==> src/rtl/activation_control.sv <==
// Row sequencer for the activation unit: issues accumulator reads, carries per-row
// side-band through a 4-stage delay line, and emits unified-buffer write strobes.

package activation_control_pkg;
  typedef enum logic [1:0] {
    no_activation = 2'd0,
    relu          = 2'd1,
    sigmoid       = 2'd2
  } activation_type;
endpackage

module activation_control
  import activation_control_pkg::*;
#(
  parameter int ACC_ADDR_WIDTH = 9,
  parameter int BUF_ADDR_WIDTH = 14,
  parameter int LENGTH_WIDTH   = 16
) (
  input  logic                      clk,
  input  logic                      rst,
  input  logic                      enable,
  input  logic                      instr_valid,
  output logic                      instr_ready,
  input  logic [ACC_ADDR_WIDTH-1:0] instr_acc_addr,
  input  logic [BUF_ADDR_WIDTH-1:0] instr_buf_addr,
  input  logic [LENGTH_WIDTH-1:0]   instr_length,
  input  activation_type            instr_function,
  input  logic                      instr_signed,
  output logic                      acc_read_en,
  output logic [ACC_ADDR_WIDTH-1:0] acc_read_addr,
  output activation_type            act_function,
  output logic                      act_is_signed,
  output logic                      buf_write_en,
  output logic [BUF_ADDR_WIDTH-1:0] buf_write_addr,
  output logic                      busy,
  output logic                      done
);

  // state | meaning
  // IDLE  | no instruction issuing, ready for a new one
  // ISSUE | rows remain to be loaded into the read register, not ready
  // DRAIN | last row issued, rows may be in flight, ready for the next instruction
  typedef enum logic [1:0] {IDLE, ISSUE, DRAIN} state_t;

  typedef struct packed {
    logic                      valid;
    logic                      last;
    activation_type            func;
    logic                      is_signed;
    logic [BUF_ADDR_WIDTH-1:0] buf_addr;
  } row_t;

  state_t                    state;
  row_t                      rd_q;
  logic [ACC_ADDR_WIDTH-1:0] rd_addr_q;
  logic [ACC_ADDR_WIDTH-1:0] next_acc_q;
  logic [BUF_ADDR_WIDTH-1:0] next_buf_q;
  logic [LENGTH_WIDTH-1:0]   remaining_q;
  activation_type            func_q;
  logic                      signed_q;
  row_t                      line_q [4];
  logic                      zl_pending_q;

  logic accept;
  logic line_draining;

  assign instr_ready = ~rst & (state != ISSUE);
  assign accept      = instr_valid & instr_ready & enable;

  // Only stage 3 may still be occupied: it leaves the line on this edge.
  assign line_draining = ~rd_q.valid & ~line_q[0].valid & ~line_q[1].valid & ~line_q[2].valid;

  always_ff @(posedge clk) begin
    if (rst) begin
      state        <= IDLE;
      rd_q         <= '0;
      rd_addr_q    <= '0;
      next_acc_q   <= '0;
      next_buf_q   <= '0;
      remaining_q  <= '0;
      func_q       <= no_activation;
      signed_q     <= 1'b0;
      zl_pending_q <= 1'b0;
      for (int i = 0; i < 4; i++) line_q[i] <= '0;
    end else if (enable) begin
      line_q[0] <= rd_q;
      for (int i = 1; i < 4; i++) line_q[i] <= line_q[i-1];
      zl_pending_q <= 1'b0;
      rd_q.valid   <= 1'b0;

      if (accept) begin
        if (instr_length == '0) begin
          zl_pending_q <= 1'b1;
        end else begin
          rd_q.valid     <= 1'b1;
          rd_q.last      <= (instr_length == LENGTH_WIDTH'(1));
          rd_q.func      <= instr_function;
          rd_q.is_signed <= instr_signed;
          rd_q.buf_addr  <= instr_buf_addr;
          rd_addr_q      <= instr_acc_addr;
          next_acc_q     <= instr_acc_addr + ACC_ADDR_WIDTH'(1);
          next_buf_q     <= instr_buf_addr + BUF_ADDR_WIDTH'(1);
          remaining_q    <= instr_length - LENGTH_WIDTH'(1);
          func_q         <= instr_function;
          signed_q       <= instr_signed;
          state          <= (instr_length == LENGTH_WIDTH'(1)) ? DRAIN : ISSUE;
        end
      end else begin
        case (state)
          ISSUE: begin
            rd_q.valid     <= 1'b1;
            rd_q.last      <= (remaining_q == LENGTH_WIDTH'(1));
            rd_q.func      <= func_q;
            rd_q.is_signed <= signed_q;
            rd_q.buf_addr  <= next_buf_q;
            rd_addr_q      <= next_acc_q;
            next_acc_q     <= next_acc_q + ACC_ADDR_WIDTH'(1);
            next_buf_q     <= next_buf_q + BUF_ADDR_WIDTH'(1);
            remaining_q    <= remaining_q - LENGTH_WIDTH'(1);
            if (remaining_q == LENGTH_WIDTH'(1)) state <= DRAIN;
          end
          DRAIN: begin
            if (line_draining) state <= IDLE;
          end
          default: ;
        endcase
      end
    end
  end

  assign acc_read_en    = enable & ~rst & rd_q.valid;
  assign acc_read_addr  = rd_addr_q;
  assign act_function   = line_q[0].valid ? line_q[0].func : no_activation;
  assign act_is_signed  = line_q[0].valid & line_q[0].is_signed;
  assign buf_write_en   = enable & ~rst & line_q[3].valid;
  assign buf_write_addr = line_q[3].buf_addr;
  assign done           = enable & ~rst & ((line_q[3].valid & line_q[3].last) | zl_pending_q);
  assign busy           = (state != IDLE) | line_q[0].valid | line_q[1].valid |
                          line_q[2].valid | line_q[3].valid;

endmodule

==> config.mk <==
export PLATFORM = sky130hd
export DESIGN_NAME = activation_control
export DESIGN_NICKNAME = d
export VERILOG_FILES = /design/src/rtl/activation_control.sv
export SDC_FILE = /design/constraint.sdc
export NUM_CORES = 1
export LEC_CHECK = 0
export CAP_MARGIN = 15
export CORE_MARGIN = 1.5
export CORE_UTILIZATION = 40
export DETAILED_ROUTE_END_ITERATION = 12
export MAX_ROUTING_LAYER = met4
export PLACE_DENSITY_LB_ADDON = 0.1
export SYNTH_ARGS = -nofsm -noshare
export SYNTH_HDL_FRONTEND = slang
export SYNTH_SLANG_ARGS = --single-unit
==> constraint.sdc <==
create_clock -name clk -period 11.91 [get_ports clk]
set_clock_uncertainty 0.05 [all_clocks]
set_input_delay 2.9775 -clock clk [delete_from_list [all_inputs] [get_ports clk]]
set_output_delay 2.9775 -clock clk [all_outputs]
set_load 0.1 [all_outputs]
==> results.rst, run 1 <==
.. list-table::
   :header-rows: 1

   * - Metric
     - Value
   * - Post-route minimum period
     - 8.54 ns
   * - Kind of start point of the critical path
     - input pin
   * - Slew at the pin closest to its max-slew limit
     - 1.00 ns
   * - Starting utilization of the core area
     - 0.408
   * - Post-cts sizing count
     - 0
   * - Max frequency
     - 0.117 GHz
   * - Post-CTS setup buffer count
     - 0
   * - Commonest cells after routing, fill and taps aside
     - sky130_fd_sc_hd__nand2_1, sky130_fd_sc_hd__and2_1, sky130_fd_sc_hd__clkdlybuf4s50_1
   * - Number of hold buffers added after CTS
     - 0
   * - Setup CP Type
     - input pin to output port
   * - WP buf/inv
     - 4
   * - Number of synthesized register bits
     - 140
   * - Maximum number of pins on one net before global-route repair
     - 75
   * - Leakage power
     - 3.04 nW
   * - Number of buffers inserted by port buffering
     - 76
   * - Clock tree from TritonCTS
     - yes
   * - Relative area change from synthesis to final layout
     - 19.3%
   * - Leading cell type in the layout, fill and taps excluded
     - sky130_fd_sc_hd__nand2_1
   * - Share of synthesized area occupied by flip-flops and latches
     - 0.474
   * - Total global routing track utilization
     - 0.205
   * - Number of routed nets with antenna violations
     - 0
   * - Primary flip-flop cell chosen by synthesis mapping
     - sky130_fd_sc_hd__dfxtp_1
   * - Detailed router's first-iteration violation count
     - 542
   * - Clock tree root driver cell
     - sky130_fd_sc_hd__clkbuf_16
   * - Count of nets after finishing
     - 889
   * - Antenna violations before repair
     - 0
   * - Final number of hold-violating endpoints
     - 0
   * - Net count after synthesis
     - 854
   * - Routed length per placed instance
     - 17.7 um
   * - Total Die Area
     - 19100 um^2
   * - Cells traversed along the worst timing path
     - buf_2 -> buf_4 -> inv_1 -> nand2_1 -> nor2_1 -> clkdlybuf4s50_1
   * - Number of buffers added by the clock tree synthesis step
     - 17
   * - Number of primary I/O pins
     - 77
   * - Placer's final routability congestion estimate
     - 0.849
   * - Max-slew violation total from the final report
     - 0
   * - CP peak stage delay
     - 0.96 ns
   * - EDFF count, synth
     - 67
   * - Die width
     - 138 um
   * - Maximum Capacitance Violations
     - 0
   * - Required @ worst endpoint
     - 8.88 ns
   * - Post-Layout Inst Area
     - 8740 um^2
   * - Core area
     - 18000 um^2
   * - Critical Path AT
     - 5.51 ns
   * - H-Tree Depth
     - 4
   * - Setup TNS
     - 0 ns
   * - Area of placed instances
     - 8130 um^2
   * - Syn Area/Cell
     - 9.14 um^2
   * - Latest clock arrival within the worst-skew pair
     - 0.43 ns
   * - Maximum ir drop on the vdd rail
     - 116 uV
   * - Family with the most delay on the worst path
     - buffers and inverters
   * - Via count of the first global-routing pass
     - 6012
   * - Wire length of the first global-routing pass
     - 30900 um
   * - Total clock sinks
     - 140
   * - Count of different cell masters after synthesis
     - 68
   * - Mapped Area
     - 7320 um^2
   * - Cell count after placement
     - 1046
   * - Worst Path Max Fanout
     - 74
   * - Count of mapped cells out of synthesis
     - 801
   * - Async set-or-reset flop fraction in the synthesized netlist
     - 0
   * - Antenna fix cells
     - 0
   * - PD cells
     - 153 nW/um^2
   * - Detailed placer's ending HPWL
     - 12300 um
   * - Number of iterations in the first detailed-routing pass
     - 6
   * - Vert. Die Dim
     - 138 um
   * - Ratio of cells with drive above 1 in the final layout
     - 0.0789
   * - Leftover overflow at the end of global routing
     - 0
   * - Clock-pin slew on the worst setup and hold paths
     - 0.06 ns
   * - Worst relative slew slack
     - 0.327
   * - Cell Rows
     - 49
   * - Vias per cell
     - 5.80
   * - Number of standard cells in the layout, taps in and fillers out
     - 1078
   * - Category of the worst setup path capture point
     - output port
   * - Period utilisation layout
     - 0.717
   * - Total wire length
     - 19100 um
   * - Setup Viol. Count Final
     - 0
   * - Class of the worst hold path
     - flip-flop to flip-flop
   * - Via count
     - 6254
   * - YS warnings
     - 0
   * - Status
     - complete, no violations
   * - Maximum clock path buffer count
     - 2
   * - Cell type of the slowest stage on the worst timing path
     - sky130_fd_sc_hd__clkdlybuf4s50_1
   * - Utilization of the core after routing
     - 0.487
   * - RSZ-0062 raised after global routing
     - no
   * - DRC errors left
     - 0
[cells in the mapped netlist (all sizes together) (3+ instances only)]
| master | instances | share of area |
|---|---|---|
| nand2 | 82 | 0.042 |
| and2 | 75 | 0.064 |
| dfxtp | 73 | 0.20 |
| edfxtp | 67 | 0.27 |
| a21oi | 66 | 0.046 |
| clkbuf | 47 | 0.024 |
| nor2 | 45 | 0.023 |
| o21ai | 43 | 0.029 |
| buf | 27 | 0.025 |
| nor3 | 21 | 0.014 |
| nand3 | 20 | 0.014 |
| a31oi | 17 | 0.015 |
| nor4 | 17 | 0.015 |
| nand4 | 14 | 0.012 |
| o211ai | 14 | 0.014 |
| a211oi | 13 | 0.013 |
| inv | 13 | 0.0067 |
| a22oi | 10 | 0.010 |
| and3 | 10 | 0.0085 |
| mux2i | 8 | 0.011 |
| nand2b | 8 | 0.0068 |
| or4 | 8 | 0.0096 |
| ha | 7 | 0.012 |
| nor3b | 7 | 0.0072 |
| mux2 | 6 | 0.0092 |
| o31ai | 6 | 0.0062 |
| o22ai | 5 | 0.0043 |
| or3 | 5 | 0.0046 |
| xor2 | 5 | 0.0060 |
| a311oi | 4 | 0.0048 |
| and4 | 4 | 0.0048 |
| o32ai | 4 | 0.0048 |
| or2 | 4 | 0.0034 |
| a2111o | 3 | 0.0046 |
| nand3b | 3 | 0.0031 |
| nor2b | 3 | 0.0026 |
| o41ai | 3 | 0.0036 |
| xnor2 | 3 | 0.0036 |
[routing by layer]
| metal | track usage | wire (um) |
|---|---|---|
| met2 | 0.318 | 8840 |
| met4 | 0.0587 | 209 |
| met1 | 0.274 | 8950 |
| met5 | - | 0 |
| met3 | 0.0419 | 1070 |
[cell type report]
class / count / area (um^2)
Clock inverter: 11 / 118
Timing Repair Buffer: 90 / 861
Tap cell: 229 / 287
Fill cell: 1712 / 9220
Sequential cell: 140 / 3470
Multi-Input combinational cell: 574 / 3460
Inverter: 13 / 48.8
Clock buffer: 21 / 493
[worst paths after layout]
check | startpoint | end | slack, ns | cells after the start
min reg2reg | rd_q[10] | rd_q[10] | 0.40 | 2
max reg2reg | state[0] | next_acc_q[8] | 8.47 | 11
min | rd_q[10] | rd_q[10] | 0.40 | 2
max | rst | done | 3.37 | 6
[sequential cells by signal, summed over array words and instances (netlist names)]
| signal | count |
|---|---|
| acc_read_addr | 9 |
| func_q | 2 |
| line_q | 67 |
| next_acc_q | 9 |
| next_buf_q | 14 |
| rd_q | 19 |
| remaining_q | 16 |
| signed_q | 1 |
| state | 2 |
| zl_pending_q | 1 |
[power by group]
part           switching, W  total (W)  internal, W
sequential        0.0000213   0.000557     0.000536
combinational      0.000156   0.000232    0.0000766
clock              0.000221   0.000545     0.000324
[through the flow]
step | power [W] | hold WS, ns | worst slack [ns]
after CTS | 0.00134 | 0.401 | 3.37
final | 0.00133 | 0.400 | 3.37
after global routing | 0.00139 | 0.420 | 3.21
after detailed placement | 0.000798 | 0.394 | 3.37
after global placement | 0.000794 | 0.385 | 3.43
after floorplan | 0.000728 | 0.377 | 4.05
[logic make-up (layout without fill, tap and decap cells)]
group / count (synthesis) / after routing / synth area share
compound gates: 214 / 214 / 0.187
xor+xnor: 8 / 8 / 0.00957
fa+ha+maj: 7 / 7 / 0.0120
buf+inv: 87 / 135 / 0.0562
flops: 140 / 140 / 0.474
mux: 14 / 14 / 0.0202
simple gates: 331 / 331 / 0.240
[tightest hold or removal path, stage by stage (launching register included)]
cell	delay, ns
sky130_fd_sc_hd__dfxtp_1	0.30
sky130_fd_sc_hd__nand2_1	0.05
sky130_fd_sc_hd__a21oi_1	0.05
(Power assumes the default switching activity.)
==> run 2, diff against run 1 <==
==> constraint.sdc (replaced) <==
create_clock -name clk -period 7.6 [get_ports clk]
set_clock_uncertainty 0.05 [all_clocks]
set_input_delay 1.9 -clock clk [delete_from_list [all_inputs] [get_ports clk]]
set_output_delay 1.9 -clock clk [all_outputs]
set_load 0.1 [all_outputs]
==> results.rst, run 2 (synthesized netlist as in run 1, its figures left out) <==
.. list-table::
   :header-rows: 1

   * - Metric
     - Value
   * - Status
     - complete, no violations
   * - Total clock sinks
     - 140
   * - Count of nets after finishing
     - 892
   * - Post-CTS setup buffer count
     - 0
   * - Setup TNS
     - 0 ns
   * - Detailed placer's ending HPWL
     - 12400 um
   * - Cell count after placement
     - 1049
   * - Worst Path Max Fanout
     - 9
   * - Number of fill cells in the layout
     - 1703
   * - Number of hold buffers added after CTS
     - 0
   * - Number of cell instances on the worst register-to-register path
     - 8
   * - Maximum clock path buffer count
     - 2
   * - Max frequency
     - 0.168 GHz
   * - Number of buffers added by the clock tree synthesis step
     - 17
   * - Max-slew violation total from the final report
     - 0
   * - Cell type of the slowest stage on the worst timing path
     - sky130_fd_sc_hd__clkdlybuf4s50_1
   * - RSZ-0062 raised after global routing
     - no
   * - Cell depth of the worst setup path
     - 4
   * - Maximum ir drop on the vdd rail
     - 144 uV
   * - Worst setup slack for register-to-register paths
     - 4.33 ns
   * - CP peak stage delay
     - 1.14 ns
   * - Slew at the pin closest to its max-slew limit
     - 1.10 ns
   * - Latest clock arrival within the worst-skew pair
     - 0.43 ns
   * - Maximum Capacitance Violations
     - 0
   * - Leftover overflow at the end of global routing
     - 0
   * - Core area
     - 18000 um^2
   * - Leading cell type in the layout, fill and taps excluded
     - sky130_fd_sc_hd__nand2_1
   * - Register with the most flip-flops
     - line_q
   * - Via count of the first global-routing pass
     - 5886
   * - Cells traversed along the worst timing path
     - clkdlybuf4s50_1 -> nand2_1 -> nor2_1 -> clkdlybuf4s50_1
   * - Number of standard cells in the layout, taps in and fillers out
     - 1081
   * - Utilization of the core after routing
     - 0.485
   * - Class of the worst hold path
     - flip-flop to flip-flop
   * - Commonest cells after routing, fill and taps aside
     - sky130_fd_sc_hd__nand2_1, sky130_fd_sc_hd__and2_1, sky130_fd_sc_hd__dfxtp_1, sky130_fd_sc_hd__clkdlybuf4s50_1, sky130_fd_sc_hd__edfxtp_1
   * - Clock-pin slew on the worst setup and hold paths
     - 0.06 ns
   * - Antenna violations before repair
     - 0
   * - Placer's final routability congestion estimate
     - 0.907
   * - Clock tree from TritonCTS
     - yes
   * - Kind of start point of the critical path
     - input pin
   * - Ratio of cells with drive above 1 in the final layout
     - 0.0833
   * - Post-cts sizing count
     - 0
   * - Clock tree root driver cell
     - sky130_fd_sc_hd__clkbuf_16
   * - Most common cell type on the critical path
     - sky130_fd_sc_hd__clkdlybuf4s50_1
   * - Total global routing track utilization
     - 0.204
   * - Post-route minimum period
     - 5.95 ns
   * - Family with the most delay on the worst path
     - buffers and inverters
   * - Routed length per placed instance
     - 17.6 um
   * - Number of routed nets with antenna violations
     - 0
   * - Combined flip-flop and latch cell area
     - 3470 um^2
   * - H-Tree Depth
     - 4
   * - Period utilisation layout
     - 0.783
   * - Total wire length
     - 19000 um
   * - Relative area change from synthesis to final layout
     - 18.9%
   * - Vert. Die Dim
     - 138 um
   * - Maximum number of pins on one net before global-route repair
     - 74
   * - Number of buffers inserted by port buffering
     - 76
   * - Required @ worst endpoint
     - 5.65 ns
   * - Cell Rows
     - 49
   * - Detailed router's first-iteration violation count
     - 431
   * - Number of iterations in the first detailed-routing pass
     - 5
   * - Setup CP Type
     - input pin to output port
   * - PD cells
     - 235 nW/um^2
   * - Number of primary I/O pins
     - 77
   * - Die width
     - 138 um
   * - Vias per cell
     - 5.78
   * - Worst relative slew slack
     - 0.258
   * - Total Die Area
     - 19100 um^2
   * - Worst Hold Depth
     - 2
   * - Starting utilization of the core area
     - 0.408
   * - Antenna fix cells
     - 0
   * - Largest registers
     - line_q (67), rd_q (19), remaining_q (16)
   * - Flip-flop count of the largest register after layout
     - 67
   * - Setup Viol. Count Final
     - 0
   * - Area of the multi-input gates
     - 3460 um^2
   * - Wire length of the first global-routing pass
     - 30700 um
   * - Category of the worst setup path capture point
     - output port
   * - Critical Path AT
     - 4.00 ns
   * - DRC errors left
     - 0
   * - Final number of hold-violating endpoints
     - 0
   * - Leakage power
     - 3.02 nW
   * - Via count
     - 6249
   * - WP buf/inv
     - 2
## run 2: changes by cell type in the layout (fill, tap and decap cells not counted), sizes merged
cell | previous run | this run
buf | 15 | 20
clkbuf | 21 | 18
clkdlybuf4s50 | 75 | 73
clkinvlp | 1 | 3
inv | 19 | 20
## run 2: power breakdown
group          total (W)  internal (W)  leakage, nW  switching, W
logic           0.000364      0.000121         1.42      0.000244
clock network   0.000809      0.000457        0.268      0.000352
registers       0.000872      0.000840         1.34     0.0000327
## run 2: area by class of cell
class / count / share of cell area
repair buffers: 93 / 0.101
flip-flops and latches: 140 / 0.399
clock buffers: 18 / 0.0493
inverters: 13 / 0.00560
clock inverters: 14 / 0.0154
well taps: 229 / 0.0329
multi-input cells: 574 / 0.397
## run 2: final timing paths
check | startpoint | to
hold / removal | rd_q[13] | rd_q[13]
setup reg to reg | state[0] | remaining_q[14]
hold reg to reg | rd_q[13] | rd_q[13]
setup / recovery | enable | done
## run 2: tightest hold or removal path, delay by kind of cell, from the launching register on
kind	cells	cell delay [ns]
DFF	1	0.31
AOI/OAI and AO/OA	1	0.05
and+or+nand+nor	1	0.05
## run 2: per-stage QoR
stage          total power, W  hold WS [ns]  area (um^2)  worst slack [ns]
2_1_floorplan         0.00114         0.377         7320              1.90
3_3_place_gp          0.00125         0.391         8150              1.72
3_5_place_dp          0.00125         0.392         8150              1.67
4_1_cts               0.00206         0.401         8710              1.66
5_1_grt               0.00213         0.425         8710              1.55
6_report              0.00205         0.402         8710              1.65
## run 2: metal layers
metal / routed length (um) / vias up / track usage
met3: 989 / 28 / 0.0419
met2: 8700 / 207 / 0.309
met4: 375 / 0 / 0.0748
met5: 0 / - / -
li1: - / 3026 / -
met1: 8940 / 2988 / 0.272
==> run 3, diff against run 2 <==
==> constraint.sdc (replaced) <==
create_clock -name clk -period 5.2 [get_ports clk]
set_clock_uncertainty 0.05 [all_clocks]
set_input_delay 1.3 -clock clk [delete_from_list [all_inputs] [get_ports clk]]
set_output_delay 1.3 -clock clk [all_outputs]
set_load 0.1 [all_outputs]
==> results.rst, run 3 (synthesized netlist as in run 1, its figures left out) <==
.. list-table::
   :header-rows: 1

   * - Metric
     - Value
   * - Post-CTS setup buffer count
     - 0
   * - H-Tree Depth
     - 4
   * - Total wire length
     - 18900 um
   * - Leftover overflow at the end of global routing
     - 0
   * - Kind of start point of the critical path
     - input pin
   * - Worst Path Max Fanout
     - 8
   * - Starting utilization of the core area
     - 0.408
   * - Largest registers
     - line_q (67), rd_q (19), remaining_q (16)
   * - Flip-flop count of the largest register after layout
     - 67
   * - Wire length of the first global-routing pass
     - 30900 um
   * - Relative area change from synthesis to final layout
     - 20.3%
   * - Cell Rows
     - 49
   * - Latest clock arrival within the worst-skew pair
     - 0.43 ns
   * - Leading cell type in the layout, fill and taps excluded
     - sky130_fd_sc_hd__nand2_1
   * - Area of placed instances
     - 8200 um^2
   * - Maximum ir drop on the vdd rail
     - 235 uV
   * - Antenna fix cells
     - 0
   * - Ratio of cells with drive above 1 in the final layout
     - 0.0933
   * - Core area
     - 18000 um^2
   * - Setup TNS
     - 0 ns
   * - Max frequency
     - 0.247 GHz
   * - Routed length per placed instance
     - 17.4 um
   * - Maximum Capacitance Violations
     - 0
   * - Final number of hold-violating endpoints
     - 0
   * - Number of cell instances on the worst register-to-register path
     - 8
   * - Count of nets after finishing
     - 897
   * - Clock tree from TritonCTS
     - yes
   * - Setup Viol. Count Final
     - 0
   * - WP buf/inv
     - 3
   * - Cells traversed along the worst timing path
     - clkdlybuf4s50_1 -> buf_4 -> nand2_1 -> nor2_1 -> buf_4
   * - Via count
     - 6252
   * - Status
     - complete, no violations
   * - Setup CP Type
     - input pin to output port
   * - Critical Path AT
     - 2.70 ns
   * - Clock-pin slew on the worst setup and hold paths
     - 0.06 ns
   * - Number of iterations in the first detailed-routing pass
     - 5
   * - Family with the most delay on the worst path
     - buffers and inverters
   * - Worst relative slew slack
     - 0.332
   * - Vias per cell
     - 5.76
   * - Number of hold buffers added after CTS
     - 0
   * - Register with the most flip-flops
     - line_q
   * - Antenna violations before repair
     - 0
   * - Maximum number of pins on one net before global-route repair
     - 67
   * - Post-cts sizing count
     - 0
   * - Cell type of the slowest stage on the worst timing path
     - sky130_fd_sc_hd__clkdlybuf4s50_1
   * - Number of primary I/O pins
     - 77
   * - Commonest cells after routing, fill and taps aside
     - sky130_fd_sc_hd__nand2_1, sky130_fd_sc_hd__and2_1, sky130_fd_sc_hd__dfxtp_1
   * - Die width
     - 138 um
   * - Most common cell type on the critical path
     - sky130_fd_sc_hd__buf_4
   * - RSZ-0062 raised after global routing
     - no
   * - Class of the worst hold path
     - flip-flop to flip-flop
   * - Placer's final routability congestion estimate
     - 0.867
   * - PD cells
     - 345 nW/um^2
   * - Number of buffers added by the clock tree synthesis step
     - 17
   * - Number of buffers inserted by port buffering
     - 76
   * - Number of routed nets with antenna violations
     - 0
   * - Max-slew violation total from the final report
     - 0
   * - Slew at the pin closest to its max-slew limit
     - 0.999 ns
   * - Vert. Die Dim
     - 138 um
   * - Worst Hold Depth
     - 2
   * - Number of fill cells in the layout
     - 1707
   * - Total clock sinks
     - 140
   * - Via count of the first global-routing pass
     - 5853
   * - Maximum clock path buffer count
     - 2
   * - Clock tree root driver cell
     - sky130_fd_sc_hd__clkbuf_16
   * - Detailed placer's ending HPWL
     - 12600 um
   * - Post-Layout Inst Area
     - 8810 um^2
   * - Detailed router's first-iteration violation count
     - 581
   * - Cell depth of the worst setup path
     - 5
   * - Leakage power
     - 3.08 nW
   * - Period utilisation layout
     - 0.779
   * - Required @ worst endpoint
     - 3.85 ns
   * - DRC errors left
     - 0
   * - Post-route minimum period
     - 4.05 ns
   * - Category of the worst setup path capture point
     - output port
   * - Total Die Area
     - 19100 um^2
   * - CP peak stage delay
     - 0.59 ns
   * - Total global routing track utilization
     - 0.205
run 3: power by group:
part / leakage, nW / internal, W / switching (W) / total (W)
logic: 1.45 / 0.000179 / 0.000360 / 0.000539
clock network: 0.293 / 0.000685 / 0.000540 / 0.00123
registers: 1.34 / 0.00123 / 0.0000479 / 0.00127
total: 3.08 / 0.00209 / 0.000948 / 0.00304
run 3: stage by stage:
stage | total power [W] | util | setup WS [ns] | hold slack, ns | std cells
finish | 0.00304 | 0.490 | 1.15 | 0.397 | 1086
global route | 0.00317 | 0.490 | 1.11 | 0.419 | 1086
CTS | 0.00306 | 0.490 | 1.15 | 0.401 | 1086
detailed placement | 0.00183 | 0.457 | 0.946 | 0.393 | 1054
global placement | 0.00182 | 0.457 | 1.05 | 0.386 | 1054
floorplan | 0.00167 | - | 0.697 | 0.377 | 801
run 3: final timing paths:
kind,from,to,slack [ns]
worst min-delay path,rd_q[11],rd_q[11],0.40
worst min register to register,rd_q[11],rd_q[11],0.40
worst max-delay path,enable,done,1.15
worst max register to register,state[0],next_buf_q[7],2.13
run 3: layer usage:
metal / routed length, um / track usage / vias to the layer above / part of all wire
met5: 0 / - / - / 0
met4: 211 / 0.0532 / 0 / 0.011
met3: 1140 / 0.0440 / 24 / 0.060
met2: 8570 / 0.305 / 238 / 0.45
li1: - / - / 3028 / -
met1: 8990 / 0.285 / 2962 / 0.48
run 3: cell type report:
class,instances,area [um^2],area share
Timing Repair Buffer,98,936,0.106
Clock inverter,15,178,0.0202
Inverter,13,48.8,0.00554
Tap cell,229,287,0.0325
Sequential cell,140,3470,0.394
Clock buffer,17,425,0.0483
Multi-Input combinational cell,574,3460,0.393
run 3: worst min-delay path: cells and delay by family, from the launching register on:
kind	cells	cell delay [ns]
flops	1	0.30
simple gates	1	0.05
compound gates	1	0.05
